--- config.mk ---
export PLATFORM = sky130hd
export DESIGN_NAME = counter_modal
export DESIGN_NICKNAME = d
export VERILOG_FILES = /design/src/rtl/counter_pkg.sv /design/src/rtl/counter_oneshot_fsm.sv /design/src/rtl/counter_modal.sv
export SDC_FILE = /design/constraint.sdc
export NUM_CORES = 1
export LEC_CHECK = 0
export ABC_AREA = 1
export BUFFER_PORTS_ARGS = -buffer_cell sky130_fd_sc_hd__buf_4
export CELL_PAD_IN_SITES_DETAIL_PLACEMENT = 0
export CELL_PAD_IN_SITES_GLOBAL_PLACEMENT = 1
export CORE_MARGIN = 2
export CORE_UTILIZATION = 35
export DETAILED_ROUTE_END_ITERATION = 10
export PLACE_DENSITY_LB_ADDON = 0.1
export SLEW_MARGIN = 10
export SYNTH_ARGS = -nofsm -noshare
export SYNTH_HDL_FRONTEND = slang
export SYNTH_SLANG_ARGS = --single-unit
--- constraint.sdc ---
create_clock -name clk -period 1.8 [get_ports clk]
set_input_delay 0.27 -clock clk [delete_from_list [all_inputs] [get_ports clk]]
set_output_delay 0.27 -clock clk [all_outputs]
set_load 0.02 [all_outputs]
--- src/rtl/counter_pkg.sv ---
// Shared types for the modal counter: counting modes and one-shot FSM states.
package counter_pkg;

    typedef enum logic [1:0] {
        WRAP    = 2'b00,
        SAT     = 2'b01,
        MOD     = 2'b10,
        ONESHOT = 2'b11
    } mode_e;

    typedef enum logic [1:0] {
        IDLE = 2'b00,
        RUN  = 2'b01,
        DONE = 2'b10
    } os_state_e;

endpackage

--- src/rtl/counter_oneshot_fsm.sv ---
// One-shot control FSM: tracks IDLE/RUN/DONE and tells the datapath when to restart or step.
module counter_oneshot_fsm
    import counter_pkg::*;
(
    input  logic      clk,
    input  logic      rst,
    input  logic      os_mode,
    input  logic      load,
    input  logic      start,
    input  logic      finish,
    output logic      run,
    output logic      done,
    output logic      restart,
    output os_state_e state_o
);

    os_state_e state_q, state_d;

    always_ff @(posedge clk or posedge rst) begin
        if (rst) begin
            state_q <= IDLE;
        end else begin
            state_q <= state_d;
        end
    end

    // Kept apart from the next-state logic so the datapath can use it without a block-level loop.
    assign restart = os_mode && start && !load && (state_q != RUN);

    always_comb begin
        state_d = state_q;
        if (!os_mode || load) begin
            state_d = IDLE;
        end else if (restart) begin
            state_d = RUN;
        end else if ((state_q == RUN) && finish) begin
            state_d = DONE;
        end
    end

    assign run     = (state_q == RUN);
    assign done    = (state_q == DONE);
    assign state_o = state_q;

endmodule

--- src/rtl/counter_modal.sv ---
// Up/down counter with wrap, saturate, modulo and one-shot modes, sticky overflow and tc pulse.
module counter_modal
    import counter_pkg::*;
#(
    parameter int WIDTH = 4
) (
    input  logic             clk,
    input  logic             rst,
    input  logic             en,
    input  logic             up_dn,
    input  logic [1:0]       mode,
    input  logic [WIDTH-1:0] max_val,
    input  logic             load,
    input  logic [WIDTH-1:0] load_val,
    input  logic             start,
    input  logic             clr_ovf,
    output logic [WIDTH-1:0] count,
    output logic             tc,
    output logic             ovf,
    output logic             busy
);

    localparam logic [WIDTH-1:0] ONE      = {{(WIDTH-1){1'b0}}, 1'b1};
    localparam logic [WIDTH-1:0] ALL_ONES = {WIDTH{1'b1}};

    mode_e            mode_s;
    logic [WIDTH-1:0] count_q, count_d;
    logic             tc_q, tc_d;
    logic             ovf_q, ovf_d;
    logic             ovf_set;
    logic [WIDTH-1:0] stepped;
    logic [WIDTH-1:0] os_target;
    logic             os_at;
    logic             os_run, os_done, os_restart, os_finish;
    os_state_e        os_state;
    logic             os_unused;

    assign mode_s    = mode_e'(mode);
    assign stepped   = up_dn ? (count_q + ONE) : (count_q - ONE);
    assign os_target = up_dn ? max_val : '0;
    // Up counting treats count above max_val (after a max_val change) as already finished.
    assign os_at     = up_dn ? (count_q >= max_val) : (count_q == '0);
    assign os_finish = en && os_run && (os_at || (stepped == os_target));

    counter_oneshot_fsm u_fsm (
        .clk     (clk),
        .rst     (rst),
        .os_mode (mode_s == ONESHOT),
        .load    (load),
        .start   (start),
        .finish  (os_finish),
        .run     (os_run),
        .done    (os_done),
        .restart (os_restart),
        .state_o (os_state)
    );

    assign os_unused = os_done;

    always_comb begin
        count_d = count_q;
        tc_d    = 1'b0;
        ovf_set = 1'b0;
        if (load) begin
            count_d = ((mode_s == MOD) && (load_val > max_val)) ? max_val : load_val;
        end else if (os_restart) begin
            count_d = up_dn ? '0 : max_val;
        end else if (en) begin
            case (mode_s)
                WRAP: begin
                    count_d = stepped;
                    if (up_dn ? (count_q == ALL_ONES) : (count_q == '0)) begin
                        tc_d    = 1'b1;
                        ovf_set = 1'b1;
                    end
                end
                SAT: begin
                    if (up_dn ? (count_q == ALL_ONES) : (count_q == '0)) begin
                        ovf_set = 1'b1;
                    end else begin
                        count_d = stepped;
                        tc_d    = up_dn ? (stepped == ALL_ONES) : (stepped == '0);
                    end
                end
                MOD: begin
                    if (up_dn ? (count_q >= max_val) : (count_q == '0)) begin
                        count_d = up_dn ? '0 : max_val;
                        tc_d    = 1'b1;
                        ovf_set = 1'b1;
                    end else begin
                        count_d = stepped;
                    end
                end
                ONESHOT: begin
                    if (os_run) begin
                        if (!os_at) begin
                            count_d = stepped;
                        end
                        tc_d = os_finish;
                    end
                end
                default: begin
                    count_d = count_q;
                end
            endcase
        end
        // A set on the same edge as a clear wins.
        ovf_d = ovf_set | (ovf_q & ~clr_ovf);
    end

    always_ff @(posedge clk or posedge rst) begin
        if (rst) begin
            count_q <= '0;
            tc_q    <= 1'b0;
            ovf_q   <= 1'b0;
        end else begin
            count_q <= count_d;
            tc_q    <= tc_d;
            ovf_q   <= ovf_d;
        end
    end

    assign count = count_q;
    assign tc    = tc_q;
    assign ovf   = ovf_q;
    assign busy  = (os_state == RUN);

endmodule

==> run_results.csv, run 1 <==
group,metric,value,unit
layout,antenna_cells,0,
grt,antenna_found_initial,0,
detailed_routing,wl_met3,179,µm
detailed_routing,wirelength,3.29,mm
outcome,status,"finished with violations",
grt,grt_pass1_wl,5.49,mm
layout,final_cell_mix,"nand2_1 (45), buf_4 (40), inv_1 (27), nand3_1 (15), nand2_2 (12)",
place,pre_cts_slack,-0.0432,ns
place,dp_hpwl,2.71,mm
yosys,ys_types,26,
floorplan,core,3390,µm²
detailed_routing,ant_nets,0,
yosys,synth_area,1250,µm²
layout,area_delta_synth_final,33.6,%
timing,finClkSkew,0.00143,ns
detailed_routing,drc,0,
critical_path,crit_path_cell_trace,"fa_2, inv_2, buf_4, buf_4, buf_4, nand3_1, nand3_1, a21oi_2",
layout,layout.nets,264,
yosys,ys_warn_count,0,
yosys,synth_edf_count,0,
detailed_routing,wl_met2,1.68,mm
layout,layout_commonest_cell,"nand2_1",
yosys,ys_ff_latch,8,
critical_path,worstPathRequired,1.99,ns
pwr,total_power,0.00119,W
grt,grt_util_all_layers,17.0,%
yosys,synth_fp_nets,219,
pwr,peakVddDrop,0.258,mV
hold_path,holdCritPathClass,"input port to flop",
clock_tree,cts_buffers,3,
timing,finalCriticalPeriod,1.82,ns
timing,slew_violations,0,
timing,post-route-period-util,101,%
layout,fillers,357,
yosys,synthCells,189,
detailed_routing,routed.top_layer,"met4",
grt,grt_overflow,0,
timing,tightest_slew,0.304,ns
place,io_buffers,23,
critical_path,cp_slowest_cell,"fa_2",
pwr,p_leak,0.897,nW
layout,layout-drive-gt1-share,41.2,%
yosys,synth-seq-area-share,16.0,%
timing,hold_viol_final,0,
clock_tree,cts_num_sinks,8,
clock_tree,clockBufferDepth,2,
floorplan,row_count,21,
floorplan,io_pins,24,
critical_path,critPathKind,"flop to flop",
timing,rsz0062_at_grt,"yes",
timing,slew_headroom,79.7,%
timing,worst_hold_slack,0.193,ns
timing,setup_ws,-0.0188,ns
yosys,synthArstFlopShare,100,%
yosys,ys.flop_type,"dfrtp_1",
grt,grt_pass1_vias,1239,
clock_tree,clk_root_buffer_cell,"clkbuf_4",
job,maxCapViolCount,0,
floorplan,fp.dieArea,4080,µm²
clock_tree,clock_latency,0.25,ns
detailed_routing,num_vias,1317,
timing,fmax,550,MHz
detailed_routing,wl_per_cell,11.8,µm
critical_path,max_stage_delay,0.58,ns
critical_path,setup.worst_path.start_class,"flop",
critical_path,cp_num_buf_inv,4,
critical_path,crit_arrival,2.00,ns
critical_path,path_max_fanout,5,
floorplan,die_x,63.9,µm
detailed_routing,viasPerCell,4.72,
pwr,cellPowerDensity,710,nW/µm²
outcome,violations,"setup timing",
clock_tree,cts_tree,"yes",
critical_path,end_kind,"flop",
yosys,avgSynthCellArea,6.64,µm²
detailed_routing,drt_iter0_markers,55,
place,gp_congestion,0.864,
floorplan,die_h,63.9,µm
detailed_routing,wl_met1,1.42,mm
clock_tree,clk_pin_slew,0.06,ns
detailed_routing,dr.pass1.iters,6,
timing,setup_viol,3,
floorplan,start_util,37.0,%
grt,grt_max_degree,12,
critical_path,crit_top_cell,"buf_4",
critical_path,cp_top_family,"adder cells",
clock_tree,htreeDepth,1,
## layout make-up
cell class                      count  area (µm²)  area share (%)
Multi-Input combinational cell    146         952            56.8
Clock buffer                        4        26.3            1.57
Inverter                           34         128            7.61
Timing Repair Buffer               41         310            18.5
Sequential cell                     8         203            12.1
Tap cell                           46        57.6            3.43
## registers in the layout, summed over array words and instances (netlist names)
name           flops
count              4
tc                 1
u_fsm.state_o      2
ovf                1
## cells in the mapped netlist, types with 3 or more instances
master / count / area, µm²
a21oi_1: 12 / 60.1
a21oi_2: 6 / 52.6
dfrtp_1: 8 / 200
ha_1: 12 / 150
inv_1: 28 / 105
inv_2: 6 / 22.5
nand2_1: 46 / 173
nand2_2: 11 / 68.8
nand2_4: 5 / 56.3
nand3_1: 18 / 90.1
nand3_2: 4 / 40.0
nor2_1: 11 / 41.3
nor2_2: 5 / 31.3
o21ai_0: 3 / 15.0
## per-layer routing
metal,track usage (%),vias to the layer above
met2,29.6,39
met5,0,-
met1,21.7,585
met3,3.70,2
li1,-,691
met4,3.26,0
## repair_timing
action / CTS / global route
pin swaps: 1 / 7
buffers inserted: 5 / 1
gates resized for setup: 3 / 6
hold endpoints to repair: 8 / 0
endpoints found under the setup margin: 3 / 7
hold buffers: 1 / 0
## kinds of logic (layout without fill, tap and decap cells)
group                      count (synthesis)  count (layout)  share of synthesized area (%)
DFF                                        8               8                           16.0
and+or+nand+nor                          109             109                           46.5
buffers and inverters                     35              79                           11.1
adders and majority gates                 13              13                           13.6
AOI/OAI and AO/OA                         24              24                           13.0
## per-stage QoR
stage	instances	setup TNS (ns)	util (%)	instance area (µm²)
2_1_floorplan	189	0	-	1260
3_3_place_gp	268	-0.117	46.0	1560
3_5_place_dp	268	-0.0941	46.0	1560
4_1_cts	278	-0.0641	48.4	1640
5_1_grt	279	-0.709	49.5	1680
6_report	279	-0.0365	49.5	1680
## report_power, final
group,leakage (nW),internal (W),switching [W]
sequential,0.0987,0.000206,0.0000390
clock,0.0150,0.0000850,0.0000638
combinational,0.783,0.000364,0.000433
## worst register-to-register path, cell delays in order, from the launching register on
cell and delay [ns]:
dfrtp_2 0.46, fa_2 0.58, inv_2 0.05, buf_4 0.12, buf_4 0.12, buf_4 0.12, nand3_1 0.07, nand3_1 0.11
a21oi_2 0.13
## path summary, 6_finish.rpt
check                                 startpoint               end  slack (ns)  cells after the start
worst max-delay path                    count[1]          count[1]       -0.02                      8
worst min-delay path                     clr_ovf               ovf        0.19                      2
worst max register to register          count[1]          count[1]       -0.02                      8
worst min register to register  u_fsm.state_o[0]  u_fsm.state_o[0]        0.51                      2
max in group asynchronous                    rst          count[1]        1.05                      3
min in group asynchronous                    rst          count[3]        0.51                      3
Power figures use the tool's default switching activity.
==> inputs of run 2 (changes only) <==
- PLACE_DENSITY_LB_ADDON: 0.1 -> 0.12
==> run 2 against run 1 <==
Compared with the run above:
- the flow now finishes without violations
- sequential power grew 2%
- largest cell class unchanged
- critical endpoint is now u_fsm.state_o[0]
- die area is the same
- fmax grew 1.3%
==> run_results.csv, run 2 (same netlist as run 1, synthesis figures left out) <==
group,metric,value,unit
layout,antenna_cells,0,
layout,area_delta_synth_final,34.2,%
layout,fillers,344,
clock_tree,htreeDepth,1,
grt,grt_pass1_vias,1222,
grt,grt_overflow,0,
layout,layout.nets,260,
place,gp_congestion,0.853,
place,io_buffers,23,
clock_tree,clock_latency,0.26,ns
place,dpl_cell_area,1560,µm²
timing,fmax,557,MHz
timing,tightest_slew,0.322,ns
floorplan,die_x,63.9,µm
hold_path,holdCritPathClass,"input port to flop",
detailed_routing,drc,0,
critical_path,cp_num_buf_inv,1,
timing,slew_violations,0,
layout,layout_commonest_cell,"nand2_1",
layout,fin_area,1680,µm²
critical_path,path_max_fanout,4,
floorplan,core,3390,µm²
timing,finalCriticalPeriod,1.79,ns
grt,grt_pass1_wl,5.44,mm
pwr,peakVddDrop,0.247,mV
detailed_routing,wl_met3,139,µm
detailed_routing,num_vias,1284,
layout,post-route-util,49.7,%
clock_tree,clk_pin_slew,0.06,ns
timing,rsz0062_at_grt,"yes",
critical_path,critPathKind,"flop to flop",
critical_path,max_stage_delay,0.57,ns
pwr,p_leak,0.881,nW
clock_tree,cts_num_sinks,8,
floorplan,row_count,21,
layout,layout-drive-gt1-share,41.9,%
clock_tree,cts_tree,"yes",
job,maxCapViolCount,0,
grt,grt_max_degree,12,
timing,slew_headroom,78.5,%
detailed_routing,routed.top_layer,"met4",
layout,final_cell_mix,"nand2_1 (44), buf_4 (35), inv_1 (27), nand3_1 (15), nand2_2 (13)",
critical_path,crit_arrival,1.93,ns
clock_tree,clockBufferDepth,2,
detailed_routing,ant_nets,0,
critical_path,startpoint,"count[0]",
critical_path,reg2reg_slack,0.005,ns
critical_path,cp_top_family,"simple AND/OR/NAND/NOR gates",
detailed_routing,wl_per_cell,11.6,µm
critical_path,crit_top_cell,"nand3_2",
timing,worst_hold_slack,0.204,ns
timing,finClkSkew,0.0116,ns
floorplan,die_h,63.9,µm
clock_tree,cts_buffers,3,
grt,grt_util_all_layers,16.9,%
detailed_routing,wl_met2,1.59,mm
critical_path,end_kind,"flop",
critical_path,r2r_start,"count[0]",
outcome,status,"finished, final reports clean",
grt,antenna_found_initial,0,
critical_path,cp_slowest_cell,"fa_2",
critical_path,crit_path_cell_trace,"fa_2, inv_2, nand3_2, nand4_1, nor2_2, nand3_2, nand2_2, nand2_2, nand3_2, nand2_1",
timing,hold_viol_final,0,
hold_path,worstHoldStart,"clr_ovf",
floorplan,io_pins,24,
floorplan,fp.dieArea,4080,µm²
clock_tree,clk_root_buffer_cell,"clkbuf_4",
timing,post-route-period-util,99.7,%
detailed_routing,drt_iter0_markers,56,
place,dp_hpwl,2.71,mm
critical_path,setup.worst_path.start_class,"flop",
critical_path,worstPathRequired,1.94,ns
layout,largest_register_ff_count,4,
detailed_routing,dr.pass1.iters,4,
pwr,total_power,0.00113,W
floorplan,start_util,37.0,%
detailed_routing,wirelength,3.20,mm
timing,setup_viol,0,
pwr,cellPowerDensity,673,nW/µm²
detailed_routing,viasPerCell,4.67,
detailed_routing,wl_met1,1.45,mm
==> run 2: layer usage <==
metal  vias up  track usage [%]
li1        680                -
met1       568             21.5
met2        34             29.8
met3         2             2.11
met4         0             4.35
met5         -                0
==> run 2: path summary, 6_finish.rpt <==
path	cells past startpoint	endpoint
max	10	u_fsm.state_o[0]
min	2	ovf
max reg2reg	10	u_fsm.state_o[0]
min reg2reg	2	ovf
max in group asynchronous	3	count[1]
min in group asynchronous	3	count[3]
==> run 2: worst register-to-register path, stage by stage, from the launching register on <==
cell	delay, ns
dfrtp_2	0.45
fa_2	0.57
inv_2	0.04
nand3_2	0.05
nand4_1	0.09
nor2_2	0.14
nand3_2	0.07
nand2_2	0.08
nand2_2	0.07
nand3_2	0.06
nand2_1	0.04
==> run 2: report_power, final <==
group	internal (W)	switching, W	total [W]
registers	0.000208	0.0000415	0.000249
clock network	0.0000849	0.0000634	0.000148
logic	0.000316	0.000419	0.000735
==> run 2: area by class of cell <==
| class | count | area (µm²) | area share, % |
|---|---|---|---|
| sequential | 8 | 204 | 12.1 |
| multi-input combinational | 146 | 985 | 58.5 |
| tap | 46 | 57.6 | 3.42 |
| inverter | 34 | 128 | 7.58 |
| clock buffer | 4 | 26.3 | 1.56 |
| timing repair buffer | 37 | 284 | 16.9 |
==> run 2: timing repair <==
action | 4_1_cts | 5_1_grt
hold buffers | 1 | 0
endpoints found under the hold margin | 8 | 0
setup endpoints to repair | 3 | 8
gates resized for setup | 4 | 11
setup buffers | 0 | 2
pin swaps | 5 | 8
==> run 2: metrics by stage <==
stage	cells	setup WS, ns	setup TNS (ns)
after CTS	273	0.00138	0
after global routing	275	-0.0846	-0.326
after detailed placement	268	-0.00246	-0.00422
after global placement	268	0.0271	0
after floorplan	189	0.0429	0
final	275	0.00541	0
==> inputs of run 3 (changes only) <==
- REMOVE_ABC_BUFFERS: not set -> 1
==> run 3 against run 2 <==
Compared with the run above:
- critical path type unchanged
- clock skew fell by 0.010 ns
- setup slack worse by 0.013 ns
- sequential power about the same
- sequential cell count did not move
- final cell count rose by 2.5%
- the flow now finishes with violations (setup timing)
- sequential share of layout area decreased by 0.65 points
- total power increased by 9.0%
- clock-buffer cell count shrank 1
- fmax decreased by 0.71%
==> run_results.csv, run 3 (same netlist as run 1, synthesis figures left out) <==
group,metric,value,unit
critical_path,max_stage_delay,0.58,ns
grt,grt_util_all_layers,17.9,%
floorplan,start_util,37.0,%
pwr,p_seq_share,19.9,%
clock_tree,htreeDepth,1,
clock_tree,clockBufferDepth,2,
pwr,peakVddDrop,0.264,mV
critical_path,cp_top_family,"simple AND/OR/NAND/NOR gates",
detailed_routing,num_vias,1300,
critical_path,crit_arrival,1.95,ns
detailed_routing,viasPerCell,4.61,
detailed_routing,routed.top_layer,"met4",
detailed_routing,drt_iter0_markers,32,
clock_tree,clk_root_buffer_cell,"clkbuf_4",
critical_path,crit_path_cell_trace,"fa_2, inv_2, nand3_2, nand4_1, nor2_2, nand3_2, nand2_2, nand2_2, nand3_2, nand2_1",
detailed_routing,wirelength,3.30,mm
clock_tree,cts_buffers,3,
place,io_buffers,23,
pwr,p_int,0.000677,W
layout,antenna_cells,0,
clock_tree,cts_tree,"yes",
timing,slew_headroom,79.2,%
critical_path,setup.worst_path.start_class,"flop",
timing,slew_violations,0,
critical_path,path_max_fanout,4,
grt,grt_max_degree,12,
detailed_routing,drc,0,
pwr,power_frac_clock,11.1,%
critical_path,end_kind,"flop",
detailed_routing,wl_met1,1.52,mm
timing,finClkSkew,0.00121,ns
pwr,power_switching,0.000558,W
job,maxCapViolCount,0,
layout,fin_area,1780,µm²
grt,grt_pass1_wl,5.85,mm
layout,multi_input_area,1010,µm²
pwr,p_comb_share,69.0,%
detailed_routing,ant_nets,0,
detailed_routing,wl_met2,1.64,mm
hold_path,holdCritPathClass,"input port to flop",
outcome,status,"finished with violations",
layout,layout-drive-gt1-share,46.2,%
critical_path,cp_slowest_cell,"fa_2",
timing,post-route-period-util,100,%
pwr,cellPowerDensity,694,nW/µm²
critical_path,critPathKind,"flop to flop",
detailed_routing,dr.pass1.iters,4,
clock_tree,clk_pin_slew,0.05,ns
place,dpl_cell_area,1590,µm²
place,dp_hpwl,2.79,mm
timing,worst_hold_slack,0.174,ns
grt,grt_pass1_vias,1306,
layout,area_delta_synth_final,41.8,%
floorplan,die_x,63.9,µm
pwr,p_leak,0.933,nW
layout,layout.nets,268,
timing,rsz0062_at_grt,"yes",
detailed_routing,wl_per_cell,11.7,µm
critical_path,cp_num_buf_inv,1,
clock_tree,clock_latency,0.25,ns
layout,largest_register_ff_count,4,
timing,hold_viol_final,0,
layout,final_cell_mix,"nand2_1 (42), buf_4 (42), inv_1 (27), nand2_2 (15)",
pwr,sw_frac_of_total,45.2,%
layout,post-route-util,52.5,%
timing,finalCriticalPeriod,1.81,ns
floorplan,die_h,63.9,µm
clock_tree,cts_num_sinks,8,
outcome,violations,"setup timing",
timing,setup_viol,1,
timing,fmax,553,MHz
floorplan,core,3390,µm²
detailed_routing,wl_met3,100,µm
critical_path,worstPathRequired,1.94,ns
critical_path,crit_top_cell,"nand3_2",
grt,grt_overflow,0,
floorplan,row_count,21,
timing,tightest_slew,0.311,ns
grt,antenna_found_initial,0,
place,gp_congestion,0.881,
floorplan,fp.dieArea,4080,µm²
timing,setup_ws,-0.00738,ns
floorplan,io_pins,24,
layout,regArea,204,µm²
layout,fillers,348,
## run 3: cell count changes in the layout (fill, tap and decap cells not counted), sizes merged
cell and change:
buf +8, clkbuf -1
## run 3: stage by stage
step | instances | TNS (ns) | setup WS (ns) | total power [W]
2_1_floorplan | 188 | -0.0366 | -0.0185 | 0.000703
3_3_place_gp | 273 | -0.332 | -0.129 | 0.000975
3_5_place_dp | 273 | -0.363 | -0.129 | 0.000978
4_1_cts | 282 | -0.0667 | -0.0263 | 0.00118
5_1_grt | 282 | -0.531 | -0.0999 | 0.00135
6_report | 282 | -0.00738 | -0.00738 | 0.00124
## run 3: final cells by class
cell class | count | share of cell area (%)
sequential | 8 | 11.5
timing repair buffer | 45 | 20.0
tap | 46 | 3.23
clock buffer | 3 | 1.27
inverter | 34 | 7.31
multi-input combinational | 146 | 56.7
## run 3: worst paths after layout
path / from / to / slack, ns / cells after the start
min: clr_ovf / ovf / 0.17 / 2
max reg2reg: count[1] / u_fsm.state_o[0] / -0.007 / 10
min in group asynchronous: rst / u_fsm.state_o[1] / 0.52 / 3
min reg2reg: u_fsm.state_o[0] / u_fsm.state_o[0] / 0.51 / 2
max: count[1] / u_fsm.state_o[0] / -0.007 / 10
max in group asynchronous: rst / count[1] / 1.03 / 3
## run 3: metal layers
layer / vias to the layer above / GRT usage, %
met5: - / 0
met3: 4 / 2.99
li1: 700 / -
met1: 572 / 23.1
met4: 0 / 4.35
met2: 24 / 30.9
## run 3: power by group through the flow
| stage | sequential, W | clock (W) | combinational [W] |
|---|---|---|---|
| floorplan | 0.000272 | 0 | 0.000431 |
| global placement | 0.000249 | 0 | 0.000726 |
| detailed placement | 0.000249 | 0 | 0.000728 |
| CTS | 0.000242 | 0.000140 | 0.000799 |
| global route | 0.000249 | 0.000152 | 0.000950 |
| finish | 0.000246 | 0.000137 | 0.000852 |
## run 3: worst register-to-register path: stages, from the launching register on
cell	delay (ns)
dfrtp_2	0.45
fa_2	0.58
inv_2	0.05
nand3_2	0.04
nand4_1	0.09
nor2_2	0.15
nand3_2	0.08
nand2_2	0.08
nand2_2	0.06
nand3_2	0.06
nand2_1	0.05
## run 3: repair_timing
item	4_1_cts	5_1_grt
setup buffers	5	0
pin swaps	9	11
hold endpoints to repair	8	0
hold buffers	1	0
resized for setup	7	18
setup endpoints to repair	6	8
